### src/rtl/adder_pkg.sv
// adder_pkg: shared defaults and slice-width helper for the pipelined adder
package adder_pkg;
  localparam int DEF_WIDTH  = 32;
  localparam int DEF_STAGES = 4;
  function automatic int chunk_w(input int width, input int stages);
    return width / stages;
  endfunction
endpackage

### src/rtl/adder_slice.sv
// adder_slice: combinational W-bit full adder, one per pipeline stage
module adder_slice #(
  parameter int W = 8
) (
  input  logic [W-1:0] a_i,
  input  logic [W-1:0] b_i,
  input  logic         c_i,
  output logic [W-1:0] s_o,
  output logic         c_o
);
  assign {c_o, s_o} = {1'b0, a_i} + {1'b0, b_i} + (W+1)'(c_i);
endmodule

### src/rtl/pipe_adder.sv
// pipe_adder: elastic STAGES-deep ripple-carry pipeline computing a + b + cin.
// Define PIPE_ADDER_OVF_EN to add the signed overflow output.
module pipe_adder
  import adder_pkg::*;
#(
  parameter int WIDTH  = DEF_WIDTH,
  parameter int STAGES = DEF_STAGES
) (
  input  logic             clk,
  input  logic             rst_n,
  input  logic             in_valid,
  output logic             in_ready,
  input  logic [WIDTH-1:0] a,
  input  logic [WIDTH-1:0] b,
  input  logic             cin,
  output logic             out_valid,
  input  logic             out_ready,
  output logic [WIDTH-1:0] sum,
  output logic             carry
`ifdef PIPE_ADDER_OVF_EN
  ,output logic            overflow
`endif
);
  localparam int CHUNK = chunk_w(WIDTH, STAGES);
  typedef struct packed {
    logic             v;
    logic             c;
    logic [WIDTH-1:0] a;
    logic [WIDTH-1:0] b;
    logic [WIDTH-1:0] s;
  } stage_t;
  stage_t            st_q [STAGES];
  stage_t            st_d [STAGES];
  stage_t            src  [STAGES];
  logic [STAGES-1:0] adv;
  logic [STAGES-1:0] co_w;
  logic [CHUNK-1:0]  s_w  [STAGES];
  if (WIDTH % STAGES != 0) begin : g_bad_cfg
    $error("pipe_adder: WIDTH must be a multiple of STAGES");
  end
  // A stage may advance unless it and every stage after it are full while the output stalls.
  always_comb begin
    logic full;
    full = 1'b1;
    for (int k = STAGES - 1; k >= 0; k--) begin
      full   = full & st_q[k].v;
      adv[k] = out_ready | ~full;
    end
  end
  always_comb begin
    src[0] = '{v: in_valid, c: cin, a: a, b: b, s: '0};
    for (int k = 1; k < STAGES; k++) src[k] = st_q[k-1];
  end
  for (genvar i = 0; i < STAGES; i++) begin : g_st
    adder_slice #(.W(CHUNK)) u_slice (
      .a_i(src[i].a[i*CHUNK +: CHUNK]),
      .b_i(src[i].b[i*CHUNK +: CHUNK]),
      .c_i(src[i].c),
      .s_o(s_w[i]),
      .c_o(co_w[i])
    );
  end
  always_comb begin
    for (int k = 0; k < STAGES; k++) begin
      st_d[k]                     = src[k];
      st_d[k].c                   = co_w[k];
      st_d[k].s[k*CHUNK +: CHUNK] = s_w[k];
    end
  end
  // Bubbles only clear the valid bit so payload registers stay quiet.
  always_ff @(posedge clk or negedge rst_n) begin
    if (!rst_n) begin
      for (int k = 0; k < STAGES; k++) st_q[k] <= '0;
    end else begin
      for (int k = 0; k < STAGES; k++) begin
        if (adv[k] && src[k].v) st_q[k] <= st_d[k];
        else if (adv[k]) st_q[k].v <= 1'b0;
      end
    end
  end
  assign in_ready  = adv[0];
  assign out_valid = st_q[STAGES-1].v;
  assign sum       = st_q[STAGES-1].s;
  assign carry     = st_q[STAGES-1].c;
`ifdef PIPE_ADDER_OVF_EN
  // Carry into the MSB is recovered as a ^ b ^ s at that bit.
  assign overflow  = st_q[STAGES-1].a[WIDTH-1] ^ st_q[STAGES-1].b[WIDTH-1] ^
                     st_q[STAGES-1].s[WIDTH-1] ^ st_q[STAGES-1].c;
`endif
endmodule
### config.mk
export PLATFORM = sky130hd
export DESIGN_NAME = pipe_adder
export DESIGN_NICKNAME = d
export VERILOG_FILES = /design/src/rtl/adder_pkg.sv /design/src/rtl/adder_slice.sv /design/src/rtl/pipe_adder.sv
export SDC_FILE = /design/constraint.sdc
export NUM_CORES = 1
export LEC_CHECK = 0
export CORE_UTILIZATION = 55
export DETAILED_ROUTE_END_ITERATION = 10
export GPL_ROUTABILITY_DRIVEN = 1
export PLACE_DENSITY = 0.87
export SETUP_SLACK_MARGIN = 0.05
export SYNTH_ARGS = -nofsm -noshare
export SYNTH_HDL_FRONTEND = slang
export SYNTH_HIERARCHICAL = 1
export SYNTH_SLANG_ARGS = --single-unit
### constraint.sdc
create_clock -name clk -period 2.8 [get_ports clk]
set_input_delay 0.28 -clock clk [delete_from_list [all_inputs] [get_ports clk]]
set_output_delay 0.28 -clock clk [all_outputs]
set_load 0.03 [all_outputs]
==> out/results.tsv <==
metric	value	unit
status	complete, no violations	
antenna_found_initial	0	
hold_ws	423	ps
drtPass1Iterations	4	
viasPerCell	5.61	
final_net_count	776	
wl_per_cell	17.5	um
rsz0062_at_grt	no	
reg2regPathDepth	7	
insertion_delay	430	ps
ctsHtreeMaxLevel	4	
finalWorstSetupSlack	550	ps
design_area	0.0100	mm2
synth_nets	662	
die_area	0.0153	mm2
fin_setup_tns	0	ps
cts_tree	done	
cts_buffers	17	
dpl_cell_area	0.00942	mm2
slew_violations	0	
ir_worst_vdd	0.507	mV
io_buffers	103	
rrSetupSlack	550	ps
grt_overflow	0	
synth-seq-cells	184	
clk_path_buf_depth	2	
ys_warn_count	6	
start_util	56.4	%
min_path_type	in -> async	
grt_pass1_vias	5205	
stdcell_count	868	
regArea	0.00460	mm2
grt_pass1_wl	24.8	mm
netlist_instances	557	
pin_count	104	
core	0.0145	mm2
clkSlewWorstSetupHoldPaths	70	ps
crit_arrival	2560	ps
drt_iter0_markers	215	
slew_headroom	57.4	%
synth_cell_types	36	
critPathMaxFanout	2	
syn_to_final_growth	22.9	%
startpoint_type	flop	
clock_skew	7.26	ps
cellLeakagePower	4.24	nW
total_power	10.4	mW
die_height	124	um
fill_cells	984	
syn_area_per_cell	14.6	um2
cts_sinks	184	
vias	4870	
hpwl	10.6	mm
setup.worst_path.class	reg -> reg	
cp.required	3110	ps
grt_max_degree	72	
setup_violations	0	
final_cell_mix	dfrtp_1 (184), mux2_2 (150), clkdlybuf4s50_1 (102), mux2_1 (30), ha_1 (28)	
tightest_slew	639	ps
timing.final.crit_period	2250	ps
rr_endpoint	src[96]	
synth_area	0.00816	mm2
layout_commonest_cell	dfrtp_1	
cp-end-kind	flop	
drt-total-wl	15.2	mm
worstReg2RegStart	src[178]	
root_buffer	clkbuf_16	
async_flop_share	100	%
synth_edf_count	0	
p_per_area	1040	mW/mm2
multi_input_area	0.00341	mm2
dp_cells	835	
gp_congestion	0.819	
dp_slack	266	ps
yosys_most_used_dff	dfrtp_1	
ant_nets	0	
n_antenna_cell	0	
cts-resized-gates	0	
post-cts-setup-buffers	0	
drc_errors	0	
final_layout_size_suffix_gt1_share	30.1	%
rows	44	
hold_viol	0	
ys_seq_area_share	56.4	%
die_w	124	um
fin_util	69.2	%
max_freq	444	MHz
grt_usage	21.5	%
max-cap-violations	0	
fin_crit_sh	80.4	%
-- layout make-up --
type / count / share of cell area (%)
Sequential cell: 184 / 45.9
Multi-Input combinational cell: 343 / 34.0
Timing Repair Buffer: 113 / 11.4
Clock buffer: 17 / 4.24
Tap cell: 184 / 2.30
Clock inverter: 15 / 1.65
Inverter: 12 / 0.449
-- worst max-delay path by stage --
stage | start | end | slack (ps) | cells after the start
global placement | a[0] | src[292] | 350 | 7
CTS | src[178] | src[96] | 540 | 7
detailed placement | a[0] | src[292] | 270 | 7
global route | src[178] | src[96] | 430 | 7
floorplan | src[178] | src[96] | 750 | 7
finish | src[178] | src[96] | 550 | 7
-- critical path, stage by stage, from the launching register on --
cell and delay [ps]:
dfrtp_1 400, fa_1 500, fa_1 430, a21oi_1 220
nor2_1 60, nor2_1 150, o21ai_0 110, mux2_2 260
-- cells by family after synthesis --
logic type,share of synthesized area (%)
simple gates,3.62
compound gates,5.01
fa+ha+maj,6.26
mux,25.0
flops,56.4
buf+inv,1.99
xor+xnor,1.72
-- where the power goes --
part	switching [mW]	internal [mW]
clock	1.04	1.33
combinational	1.87	2.00
sequential	0.539	3.60
-- Yosys cell counts, drive strengths merged, types with 4 or more instances --
| library cell | n | area share, % |
|---|---|---|
| dfrtp | 184 | 56 |
| nor4 | 4 | 0.31 |
| o21bai | 4 | 0.37 |
| mux2 | 180 | 25 |
| fa | 8 | 2.0 |
| nor2b | 5 | 0.38 |
| buf | 18 | 1.4 |
| nand2 | 13 | 0.60 |
| nor3 | 5 | 0.31 |
| a311o | 8 | 0.98 |
| a21oi | 20 | 1.4 |
| nand2b | 8 | 0.61 |
| ha | 28 | 4.3 |
| o21ai | 4 | 0.25 |
| xnor2 | 8 | 0.86 |
| inv | 12 | 0.55 |
| xor2 | 8 | 0.86 |
| nand3 | 8 | 0.49 |
| a21o | 8 | 0.74 |
| nand3b | 4 | 0.37 |
-- state kept, by name, summed over array words and instances, names as in the netlist --
register,cells
carry,1
src,150
sum,32
out_valid,1
-- timing repair --
item                                   CTS  global route
hold buffers                             1             0
setup endpoints to repair                0             0
endpoints found under the hold margin   68             0
-- routing by layer --
layer  up-vias  track usage, %  wire length (um)
met4         0            8.89               355
met5         -               0                 0
li1       2248               -                 -
met2       108            38.9              8100
met1      2488            24.0              6110
met3        26            5.54               592
(Power assumes the default switching activity.)
